File: config.mk
export PLATFORM = sky130hd
export DESIGN_NAME = nibbler_ctrl
export DESIGN_NICKNAME = d
export VERILOG_FILES = /design/src/rtl/nibbler_ctrl.sv
export SDC_FILE = /design/constraint.sdc
export NUM_CORES = 1
export LEC_CHECK = 0
export ABC_CLOCK_PERIOD_IN_PS = 1900
export CAP_MARGIN = 5
export CORE_MARGIN = 2
export CORE_UTILIZATION = 35
export DETAILED_ROUTE_END_ITERATION = 7
export PLACE_DENSITY = 0.59
export REMOVE_ABC_BUFFERS = 1
export SLEW_MARGIN = 20
export SYNTH_ARGS = -nofsm -noshare
export SYNTH_HDL_FRONTEND = slang
export SYNTH_SLANG_ARGS = --single-unit
File: constraint.sdc
create_clock -name clk -period 1.9 [get_ports clk]
set_clock_uncertainty 0.2 [all_clocks]
set_input_delay 0.19 -clock clk [delete_from_list [all_inputs] [get_ports clk]]
set_output_delay 0.19 -clock clk [all_outputs]
set_load 0.01 [all_outputs]
File: src/rtl/nibbler_ctrl.sv
// nibbler_ctrl: fetch/decode/sequencing controller for the 4-bit nibbler datapath.
// Fetches one or two instruction bytes from program ROM, drives the ALU command and
// datapath strobes for a single execute cycle, and keeps the Carry/Zero flag register
// used to resolve conditional jumps.
//
// state    | meaning
// ---------+-------------------------------------------------------------
// S_FETCH  | latch opcode byte into IR, advance PC
// S_FETCH2 | latch second (address) byte into AR, advance PC
// S_EXEC   | assert strobes, update flags, optionally load jump target

module nibbler_ctrl #(
    parameter int                ADDR_W   = 12,
    parameter logic [ADDR_W-1:0] RESET_PC = '0
) (
    input  logic              clk,
    input  logic              reset,
    input  logic [7:0]        program_byte,
    input  logic              c_in,
    input  logic              z_in,
    output logic [ADDR_W-1:0] pc_out,
    output logic [2:0]        alu_command,
    output logic [3:0]        imm_out,
    output logic              bsel,
    output logic [ADDR_W-1:0] mem_addr,
    output logic              load_accu,
    output logic              mem_we,
    output logic              mem_oe,
    output logic              in_oe,
    output logic              out_we,
    output logic              c_flag,
    output logic              z_flag,
    output logic              instr_done
);

    typedef enum logic [1:0] {
        S_FETCH  = 2'd0,
        S_FETCH2 = 2'd1,
        S_EXEC   = 2'd2
    } state_t;

    localparam logic [2:0] CMD_PASS_A = 3'b000;
    localparam logic [2:0] CMD_CMP    = 3'b001;
    localparam logic [2:0] CMD_PASS_B = 3'b010;
    localparam logic [2:0] CMD_ADD    = 3'b011;
    localparam logic [2:0] CMD_NAND   = 3'b100;

    state_t            state_q, state_d;
    logic [ADDR_W-1:0] pc_q, pc_d;
    logic [7:0]        ir_q, ir_d;
    logic [7:0]        ar_q, ar_d;
    logic              c_q, c_d;
    logic              z_q, z_d;

    logic [3:0]        opcode;
    logic [11:0]       target;
    logic              exec;

    logic [2:0]        dec_cmd;
    logic              dec_bsel;
    logic              dec_la;
    logic              dec_we;
    logic              dec_oe;
    logic              dec_in;
    logic              dec_out;
    logic              dec_flags;
    logic              dec_taken;

    // Opcodes that carry a second (low address) byte.
    function automatic logic is_two_byte(input logic [3:0] op);
        logic r;
        case (op)
            4'h0, 4'h1, 4'h3, 4'h6, 4'h7,
            4'h8, 4'h9, 4'hB, 4'hC, 4'hF: r = 1'b1;
            default:                      r = 1'b0;
        endcase
        return r;
    endfunction

    assign opcode = ir_q[7:4];
    assign target = {ir_q[3:0], ar_q};
    assign exec   = (state_q == S_EXEC);

    // Instruction decode from IR; jump conditions use the flags held before this instruction.
    always_comb begin
        dec_cmd   = CMD_PASS_A;
        dec_bsel  = 1'b0;
        dec_la    = 1'b0;
        dec_we    = 1'b0;
        dec_oe    = 1'b0;
        dec_in    = 1'b0;
        dec_out   = 1'b0;
        dec_flags = 1'b0;
        dec_taken = 1'b0;
        case (opcode)
            4'h0: dec_taken = c_q;
            4'h1: dec_taken = ~c_q;
            4'h2: begin
                dec_cmd   = CMD_CMP;
                dec_flags = 1'b1;
            end
            4'h3: begin
                dec_cmd   = CMD_CMP;
                dec_bsel  = 1'b1;
                dec_oe    = 1'b1;
                dec_flags = 1'b1;
            end
            4'h4: begin
                dec_cmd = CMD_PASS_B;
                dec_la  = 1'b1;
            end
            4'h5: begin
                dec_cmd  = CMD_PASS_B;
                dec_bsel = 1'b1;
                dec_in   = 1'b1;
                dec_la   = 1'b1;
            end
            4'h6: begin
                dec_cmd  = CMD_PASS_B;
                dec_bsel = 1'b1;
                dec_oe   = 1'b1;
                dec_la   = 1'b1;
            end
            4'h7: dec_we = 1'b1;
            4'h8: dec_taken = z_q;
            4'h9: dec_taken = ~z_q;
            4'hA: begin
                dec_cmd   = CMD_ADD;
                dec_la    = 1'b1;
                dec_flags = 1'b1;
            end
            4'hB: begin
                dec_cmd   = CMD_ADD;
                dec_bsel  = 1'b1;
                dec_oe    = 1'b1;
                dec_la    = 1'b1;
                dec_flags = 1'b1;
            end
            4'hC: dec_taken = 1'b1;
            4'hD: dec_out = 1'b1;
            4'hE: begin
                dec_cmd   = CMD_NAND;
                dec_la    = 1'b1;
                dec_flags = 1'b1;
            end
            4'hF: begin
                dec_cmd   = CMD_NAND;
                dec_bsel  = 1'b1;
                dec_oe    = 1'b1;
                dec_la    = 1'b1;
                dec_flags = 1'b1;
            end
            default: dec_cmd = CMD_PASS_A;
        endcase
    end

    // Sequencer next-state: fetch one or two bytes, then a single execute cycle.
    always_comb begin
        state_d = state_q;
        pc_d    = pc_q;
        ir_d    = ir_q;
        ar_d    = ar_q;
        c_d     = c_q;
        z_d     = z_q;
        case (state_q)
            S_FETCH: begin
                ir_d    = program_byte;
                pc_d    = pc_q + ADDR_W'(1);
                state_d = is_two_byte(program_byte[7:4]) ? S_FETCH2 : S_EXEC;
            end
            S_FETCH2: begin
                ar_d    = program_byte;
                pc_d    = pc_q + ADDR_W'(1);
                state_d = S_EXEC;
            end
            S_EXEC: begin
                state_d = S_FETCH;
                if (dec_flags) begin
                    c_d = c_in;
                    z_d = z_in;
                end
                if (dec_taken) begin
                    pc_d = ADDR_W'(target);
                end
            end
            default: state_d = S_FETCH;
        endcase
    end

    // State, PC, instruction/address and flag registers.
    always_ff @(posedge clk or posedge reset) begin
        if (reset) begin
            state_q <= S_FETCH;
            pc_q    <= RESET_PC;
            ir_q    <= 8'h00;
            ar_q    <= 8'h00;
            c_q     <= 1'b0;
            z_q     <= 1'b0;
        end else begin
            state_q <= state_d;
            pc_q    <= pc_d;
            ir_q    <= ir_d;
            ar_q    <= ar_d;
            c_q     <= c_d;
            z_q     <= z_d;
        end
    end

    assign pc_out      = pc_q;
    assign alu_command = dec_cmd;
    assign bsel        = dec_bsel;
    assign imm_out     = ir_q[3:0];
    assign mem_addr    = ADDR_W'(target);
    assign load_accu   = exec & dec_la;
    assign mem_we      = exec & dec_we;
    assign mem_oe      = exec & dec_oe;
    assign in_oe       = exec & dec_in;
    assign out_we      = exec & dec_out;
    assign c_flag      = c_q;
    assign z_flag      = z_q;
    assign instr_done  = exec;

endmodule
**Yosys cells after proc, flatten, opt, wreduce, memory -nomap -nowiden**

Memory sizes are Yosys's and may differ from the RTL's.
Cells that the tools add are included.

- Output and inout port bits: 40
- Memory bits (writable): 0
- ROM bits: 16
- Input bits: 12
- Logic and storage cells: 61
- Bits in registers: 32
- Latch bits: 0
- Memories: 1

Memories:

| memory | words | width | rd ports | clocked after memory_dff | wr ports | line | source |
|---|---|---|---|---|---|---|---|
| (name not given) | 16 | 1 | 1 | 0 | 0 | 72 | `case (op)` |

- Reduce and logical (&&, ||, !) cells: 14
- Bitwise logic cells: 7
- Div/mod/pow operators: 0
- Add/sub/neg operators: 1
- Multiply operators: 0
- $lt $le $gt $ge: 0
- Eq/ne operators: 18
- Shift operators: 0
- Mux-type cells: 14

Operators with widths:

| kind | number |
|---|---|
| $eq 4x4->1 const B | 8 |
| $pmux 12 s2 | 1 |
| $eq 4x3->1 const B | 4 |
| $add 12x1->12 const B | 1 |
| $mux 12 | 1 |
| $pmux 3 s4 | 1 |
| $eq 4x2->1 const B | 2 |
| $mux 1 | 8 |
| $reduce_or 2->1 | 4 |
| $reduce_or 7->1 | 1 |
| $reduce_or 6->1 | 1 |
| $and 1x1->1 | 5 |
| $pmux 1 s5 | 1 |
| $reduce_or 5->1 | 1 |
| $eq 4x1->1 const B | 1 |
| $logic_not 4->1 | 1 |
| $pmux 2 s2 | 1 |
| $reduce_and 2->1 | 2 |
| $reduce_or 4->1 | 1 |
| $reduce_or 3->1 | 1 |
| $eq 2x1->1 const B | 1 |
| $eq 2x2->1 const B | 1 |
| $logic_not 2->1 | 1 |
| $mux 2 | 1 |
| 3 further kinds | 4 |

**Longest topological paths before layout**

- Depth after elaboration: 4
- Gate-level depth with buffers: 6
- Mapped depth without buffers: 6

**Least setup slack after synthesis**

Ideal clock, no wire load.

- Kind: register -> register
- Start point: register ir_q[6]
- End point: register pc_q[2], in the netlist pc_out[2]
- Cell stages (with the launch flop): 6
- Setup slack: 0.173 ns
- Path buffers: 1
- Arrival: 1.404 ns
- Data required time: 1.577 ns
- Period minus slack after synthesis: 1.727 ns
- Library setup time: 0.123 ns
- Cells stage by stage: dfrtp_1 > o211a_1 > o31ai_2 > buf_6 > nand2_1 > o221a_1

- Longest elaborated chain between the ends: 4
- Elaborated cells on any way between the ends: 8
- Those cells by class: 5 x eq/ne; 1 x mux; 2 x reduce/logical

RTL lines:

| what | line | source |
|---|---|---|
| from (decl) | 50 | `logic [7:0] ir_q, ir_d;` |
| from (signal assigned) | 202 | `ir_q <= ir_d;` |
| $eq 4x4->1 (tied with other cells) | 95 | `case (opcode)` |
| $pmux 1 s5 (*) | 95 |  |
| $ne 2x1->1 (no line) (*) | n/a |  |
| $reduce_and 2->1 (no line) (*) | n/a |  |
| to (signal assigned) | 201 | `pc_q <= pc_d;` |
| to (decl) | 49 | `logic [ADDR_W-1:0] pc_q, pc_d;` |

Every way passes the cells marked *; elsewhere a longest branch is shown, timed or not.
A chain may end at the register's enable or synchronous reset.

**Worst setup path after layout**

- Start point: register ir_q[6]
- End point: output alu_command[1]

- Longest elaborated chain between the ends: 3
- Elaborated cells on any way between the ends: 14
- Those cells by class: 9 x eq/ne; 1 x mux; 4 x reduce/logical

RTL lines:

| what | line | source |
|---|---|---|
| $eq 4x3->1 (tied with other cells) | 95 |  |
| $reduce_or 3->1 (no line) or $reduce_or 2->1 (tied branches) | n/a |  |
| $pmux 3 s4 (*) | 95 |  |
| to (decl) | 22 | `output logic [2:0] alu_command,` |

Marks and branches as above.

==> impl_metrics.tcl <==
set metrics [dict create \
    place_congestion 0.7847 \
    wl_per_cell_um 14.91 \
    yosys_warnings 0 \
    cp-end-kind "primary output" \
    drt-pass1-iter-count 4 \
    drive_gt1_share_pct 29.58 \
    swShare_pct 39.40 \
    rows 26 \
    max_freq_mhz 542.7 \
    pwr-share-comb_pct 58.8 \
    drc 0 \
    setup_viol 0 \
    arrival_ps 1450 \
    diodes 0 \
    overflow 0 \
    ys_seq_elements 32 \
    num_io_pins 52 \
    final_core_util_pct 52.11 \
    power_density_nw_per_um2 1929 \
    synth_edf_count 0 \
    cts_tree "built" \
    grt_usage_pct 17.54 \
    synth.most_common_cell "dfrtp_1" \
    required_ps 1510 \
    htreeDepth 2 \
    regArea_sq_um 803.3 \
    clock_sinks 32 \
    crit_fanout 4 \
    status "finished, final reports clean" \
    p_leak_nw 1.115 \
    p_int_w 0.003072 \
    pwr-share-seq_pct 28.8 \
    syn_to_final_growth_pct 45.33 \
    nets 253 \
    period_share_pct 96.97 \
    startpoint_type "flip-flop" \
    slowest_delay_ps 390 \
    synth_top_area_share_pct 44.29 \
    vdd_drop_max_v 0.0008384 \
    antenna_found_initial 0 \
    cp_slowest_cell "dfrtp_1" \
    worstSetupPathType "reg2out" \
    dpl_cell_area_sq_um 2445 \
    viasPerCell 5.119 \
    avgSynthCellArea_sq_um 10.39 \
    ant_nets 0 \
    grt_first_pass_wirelength_um 7376 \
    io_buffers 51 \
    final_area_sq_um 2628 \
    async_flop_share_pct 100.0 \
    clock_power_share_pct 12.4 \
    syn-cell-area_sq_um 1808 \
    yosys-top-cells-count "32 x dfrtp_1, 17 x mux2_2, 14 x nor2_1, 11 x nand2_1" \
    vias 1587 \
    dieArea_sq_um 5756 \
    synth.distinct_cells 45 \
    dp_hpwl_um 3429 \
    crit_chain "nor2b_2 > buf_4 > a22o_1 > dlygate4sd2_1" \
    die_w_um 75.87 \
    clk_latency_ps 280 \
    maxSlewHeadroom_pct 72.73 \
    cts_buffers 5 \
    cts.path.max_buffers 2 \
    tightest_slew_ps 409.0 \
    drtIter0Drc 118 \
    start_util_pct 35.86 \
    ys_seq_area_share_pct 44.29 \
    placeableCoreArea_sq_um 5042 \
    min_path_type "in2async" \
    finalMaxSlewViolations 0 \
    die_y_um 75.87 \
    cts.clk_slew.worst_paths_ps 60 \
    wl_um 4623 \
    rsz0062_at_grt "yes" \
    cap_violations 0 \
    cts_hold_buf 0 \
    grt_pass1_vias 1491 \
    multi_input_area_sq_um 939.7 \
    grt_max_degree 33 \
    ys.flop_type "dfrtp_1" \
    period_minus_slack_ps 1842 \
    cts_root_buf "clkbuf_8" \
    fill_cells 482 \
    yosys.area.top_type "dfrtp_1" \
    synth_area_leaders "dfrtp_1 44%, mux2_2 11%, buf_4 3.7%, nor2_1 2.9%, mux2i_1 2.8%" \
    switchingPower_w 0.001997 \
    hold_viol 0 \
    synthCells 174 \
]
area by class of cell:
cell class / count / area share (%)
clock buffer: 6 / 2.762
clock inverter: 2 / 1.333
inverter: 7 / 1.143
multi-input combinational: 121 / 35.76
sequential: 32 / 30.57
tap: 70 / 3.333
timing repair buffer: 72 / 25.10
critical path, delay by kind of cell, from the launching register on:
kind / cells / cell delay, ps
buffers and inverters: 2 / 430
flip-flops: 1 / 390
AO/OA/AOI/OAI: 1 / 190
AND/OR/NAND/NOR: 1 / 170
final timing paths:
check | start | end | slack [ps] | depth (start not counted)
max | ir_q[6] | alu_command[1] | 60 | 4
min | reset | pc_out[11] | 90 | 3
max reg2reg | ir_q[6] | pc_out[2] | 70 | 6
min reg2reg | pc_out[11] | pc_out[11] | 330 | 1
max in group asynchronous | reset | ir_q[4] | 1080 | 3
min in group clk | z_in | z_flag | 330 | 2
routing by layer:
layer	up-vias	routed length, um	track usage [%]
met5	-	0	0
met4	0	10	5.263
met3	2	100	3.968
met2	28	2334	27.39
met1	794	2177	24.30
li1	763	-	-
power groups by stage:
stage | logic [W] | clock network, W | registers (W)
final | 0.00298 | 0.000628 | 0.00146
after global routing | 0.00326 | 0.000676 | 0.00151
after CTS | 0.00287 | 0.000650 | 0.00143
after detailed placement | 0.00286 | 0 | 0.00145
after global placement | 0.00284 | 0 | 0.00144
after floorplan | 0.00126 | 0 | 0.00157
sequential cells by signal (all words and copies together), names as in the netlist:
signal and count:
ar_q 8, z_flag 1, c_flag 1, pc_out 12, state_q 2, ir_q 8
cell families (layout without fill, tap and decap cells):
| family | count (synthesis) | after routing | share of synthesized area, % |
|---|---|---|---|
| fa+ha+maj | 2 | 2 | 1.384 |
| flops | 32 | 32 | 44.29 |
| simple gates | 58 | 58 | 17.02 |
| xor+xnor | 3 | 3 | 1.454 |
| buf+inv | 21 | 87 | 7.196 |
| compound gates | 36 | 36 | 15.29 |
| mux | 22 | 22 | 13.36 |
through the flow:
step | total power (W) | worst slack (ps) | setup TNS, ps | cells | hold WS (ps)
6_report | 0.005070 | 57.51 | 0 | 310 | 91.36
5_1_grt | 0.005453 | -26.75 | -26.75 | 310 | 171.4
4_1_cts | 0.004953 | -46.20 | -121.4 | 310 | 115.5
3_5_place_dp | 0.004312 | 15.95 | 0 | 300 | 315.5
3_3_place_gp | 0.004280 | 29.98 | 0 | 300 | 316.0
2_1_floorplan | 0.002829 | -193.8 | -863.0 | 160 | 106.2
timing repair:
item | CTS | global route
pin swaps | 0 | 1
buffers inserted | 2 | 0
resized for setup | 13 | 18
endpoints found under the setup margin | 10 | 19
hold endpoints to repair | 0 | 0
layout by cell type, fill, tap and decap left out, types with 3 or more instances in the layout:
| cell type | synthesis | layout |
|---|---|---|
| mux2i_1 | 5 | 5 |
| xnor2_1 | 3 | 3 |
| nand4_1 | 4 | 4 |
| nor3_1 | 8 | 7 |
| a21oi_1 | 9 | 9 |
| clkbuf_8 | 0 | 5 |
| dfrtp_1 | 32 | 30 |
| o21ai_0 | 4 | 4 |
| nor2_1 | 14 | 13 |
| buf_4 | 9 | 19 |
| clkdlybuf4s50_1 | 0 | 41 |
| o221a_1 | 4 | 4 |
| mux2_2 | 17 | 17 |
| nand2_1 | 11 | 11 |
| inv_1 | 5 | 5 |
| dlygate4sd2_1 | 0 | 7 |
| a31oi_1 | 5 | 5 |
| nor2_2 | 2 | 3 |
Power figures use the tool's default switching activity.
==> patch, RTL diff (config.mk and constraints unchanged) <==
`ADDR_W`: 12 -> 11.
--- a/src/rtl/nibbler_ctrl.sv
+++ b/src/rtl/nibbler_ctrl.sv
@@ -11,5 +11,5 @@
 
 module nibbler_ctrl #(
-    parameter int                ADDR_W   = 12,
+    parameter int                ADDR_W   = 11,
     parameter logic [ADDR_W-1:0] RESET_PC = '0
 ) (
Ports: changed (resized mem_addr and pc_out); port bits go from 52 to 50. The function was not compared with the original's and may differ.
==> patch against the original RTL <==
Largest cell class unchanged; total power shrank 3.6%; critical path type is now reg -> reg; sequential power shrank 5%; sequential share of layout area grew 0.39 points; routed wire length shrank 4.6%; sequential cell count shrank 1; final area shrank 4.2%; setup slack lost 47 ps; cell count shrank 3.5%; maximum frequency shrank 2.5%; first-iteration DRC count shrank 13%; register-to-register slack lost 60 ps; area after synthesis shrank 3.1%.
==> patch: results (changes against the original RTL) <==
grt_pass1_vias: 1509  # +1.2%
cts-resized-gates: 16  # +3
multi_input_area_um2: 871  # -7.3%
yosys-top-cells-count: "31 x dfrtp_1, 15 x mux2_2, 13 x nor2_1, 12 x a21oi_1, 8 x inv_1"
cp_top_family: "compound AO/OA/AOI/OAI gates"
synth-seq-area-share: 0.443  # about the same
post-place-cells: 289  # -3.7%
relSlewSlack: 0.722  # -0.00527
timing.hold.ws_ps: 89.0  # -2.35 ps
crit_path_start: "ir_q[6]$_DFFE_PP0N_"
gp_congestion: 0.782  # -0.37%
post_cts_buffers: 1  # -1
cp_max_fo: 8  # +4
clockBufferDepth: 2  # unchanged
grt.total_usage: 0.172  # -0.00301
total_power_uw: 4890  # -3.6%
place_worst_setup_slack_ps: -99.5  # -115 ps
critPathSlowestCell: "dfrtp_2"
syn_inst: 168  # -3.4%
clock_power_share: 0.138  # +0.014
critPathKind: "reg -> reg"
endpoint: "pc_out[1]$_DFFE_PP0P_"
max_stage_delay_ps: 430  # +40 ps
grt_start_max_net_pins: 32  # -3.0%
port_buffers: 49  # -3.9%
largest_register_ff_count: 11  # -1
status: "finished, final reports clean"
dp_hpwl_um: 3250  # -5.2%
fin_cells: 299  # -3.5%
fin_nets: 245  # -3.2%
final.fill_count: 418  # -13%
placed_area_um2: 2370  # -2.9%
p_switching_uw: 1890  # -5.5%
synth.distinct_cells: 46  # +2.2%
worst_ep_arrival_time_ps: 1850  # +400 ps
vdd_drop_max_v: 0.000905  # +7.9%
wirelength_um: 4410  # -4.6%
p_comb_frac: 0.579  # -0.009
synthTopCellsByArea: "dfrtp_1 44%, mux2_2 9.6%, a21oi_1 3.4%"
numCtsBuffers: 5  # unchanged
drt_iter0_drc: 103  # -13%
viasPerCell: 5.08  # -0.76%
grt_pass1_wl_um: 7200  # -2.4%
drive_gt1_frac: 0.250  # -0.0458
power.leakage_uw: 0.00111  # -0.58%
patch: area by class of cell:
| type | instances | area share |
|---|---|---|
| Timing Repair Buffer | 70 | 0.251 |
| Sequential cell | 31 | 0.310 |
| Clock buffer | 6 | 0.0328 |
| Multi-Input combinational cell | 114 | 0.346 |
| Inverter | 9 | 0.0134 |
| Clock inverter | 2 | 0.0139 |
| Tap cell | 67 | 0.0333 |
patch: logic make-up after synthesis:
kind of cell | share of synthesized area
buffers and inverters | 0.0736
xor gates and xnor gates | 0.0250
DFF | 0.443
and+or+nand+nor | 0.157
AOI/OAI and AO/OA | 0.143
muxes | 0.144
adders and majority gates | 0.0143
patch: layer usage:
| layer | vias to the layer above | wire length [µm] | global-route usage |
|---|---|---|---|
| met5 | - | 0 | 0 |
| met4 | 0 | 65 | 0.0655 |
| met3 | 8 | 195 | 0.0495 |
| met2 | 38 | 2170 | 0.281 |
| met1 | 751 | 1980 | 0.218 |
| li1 | 722 | - | - |
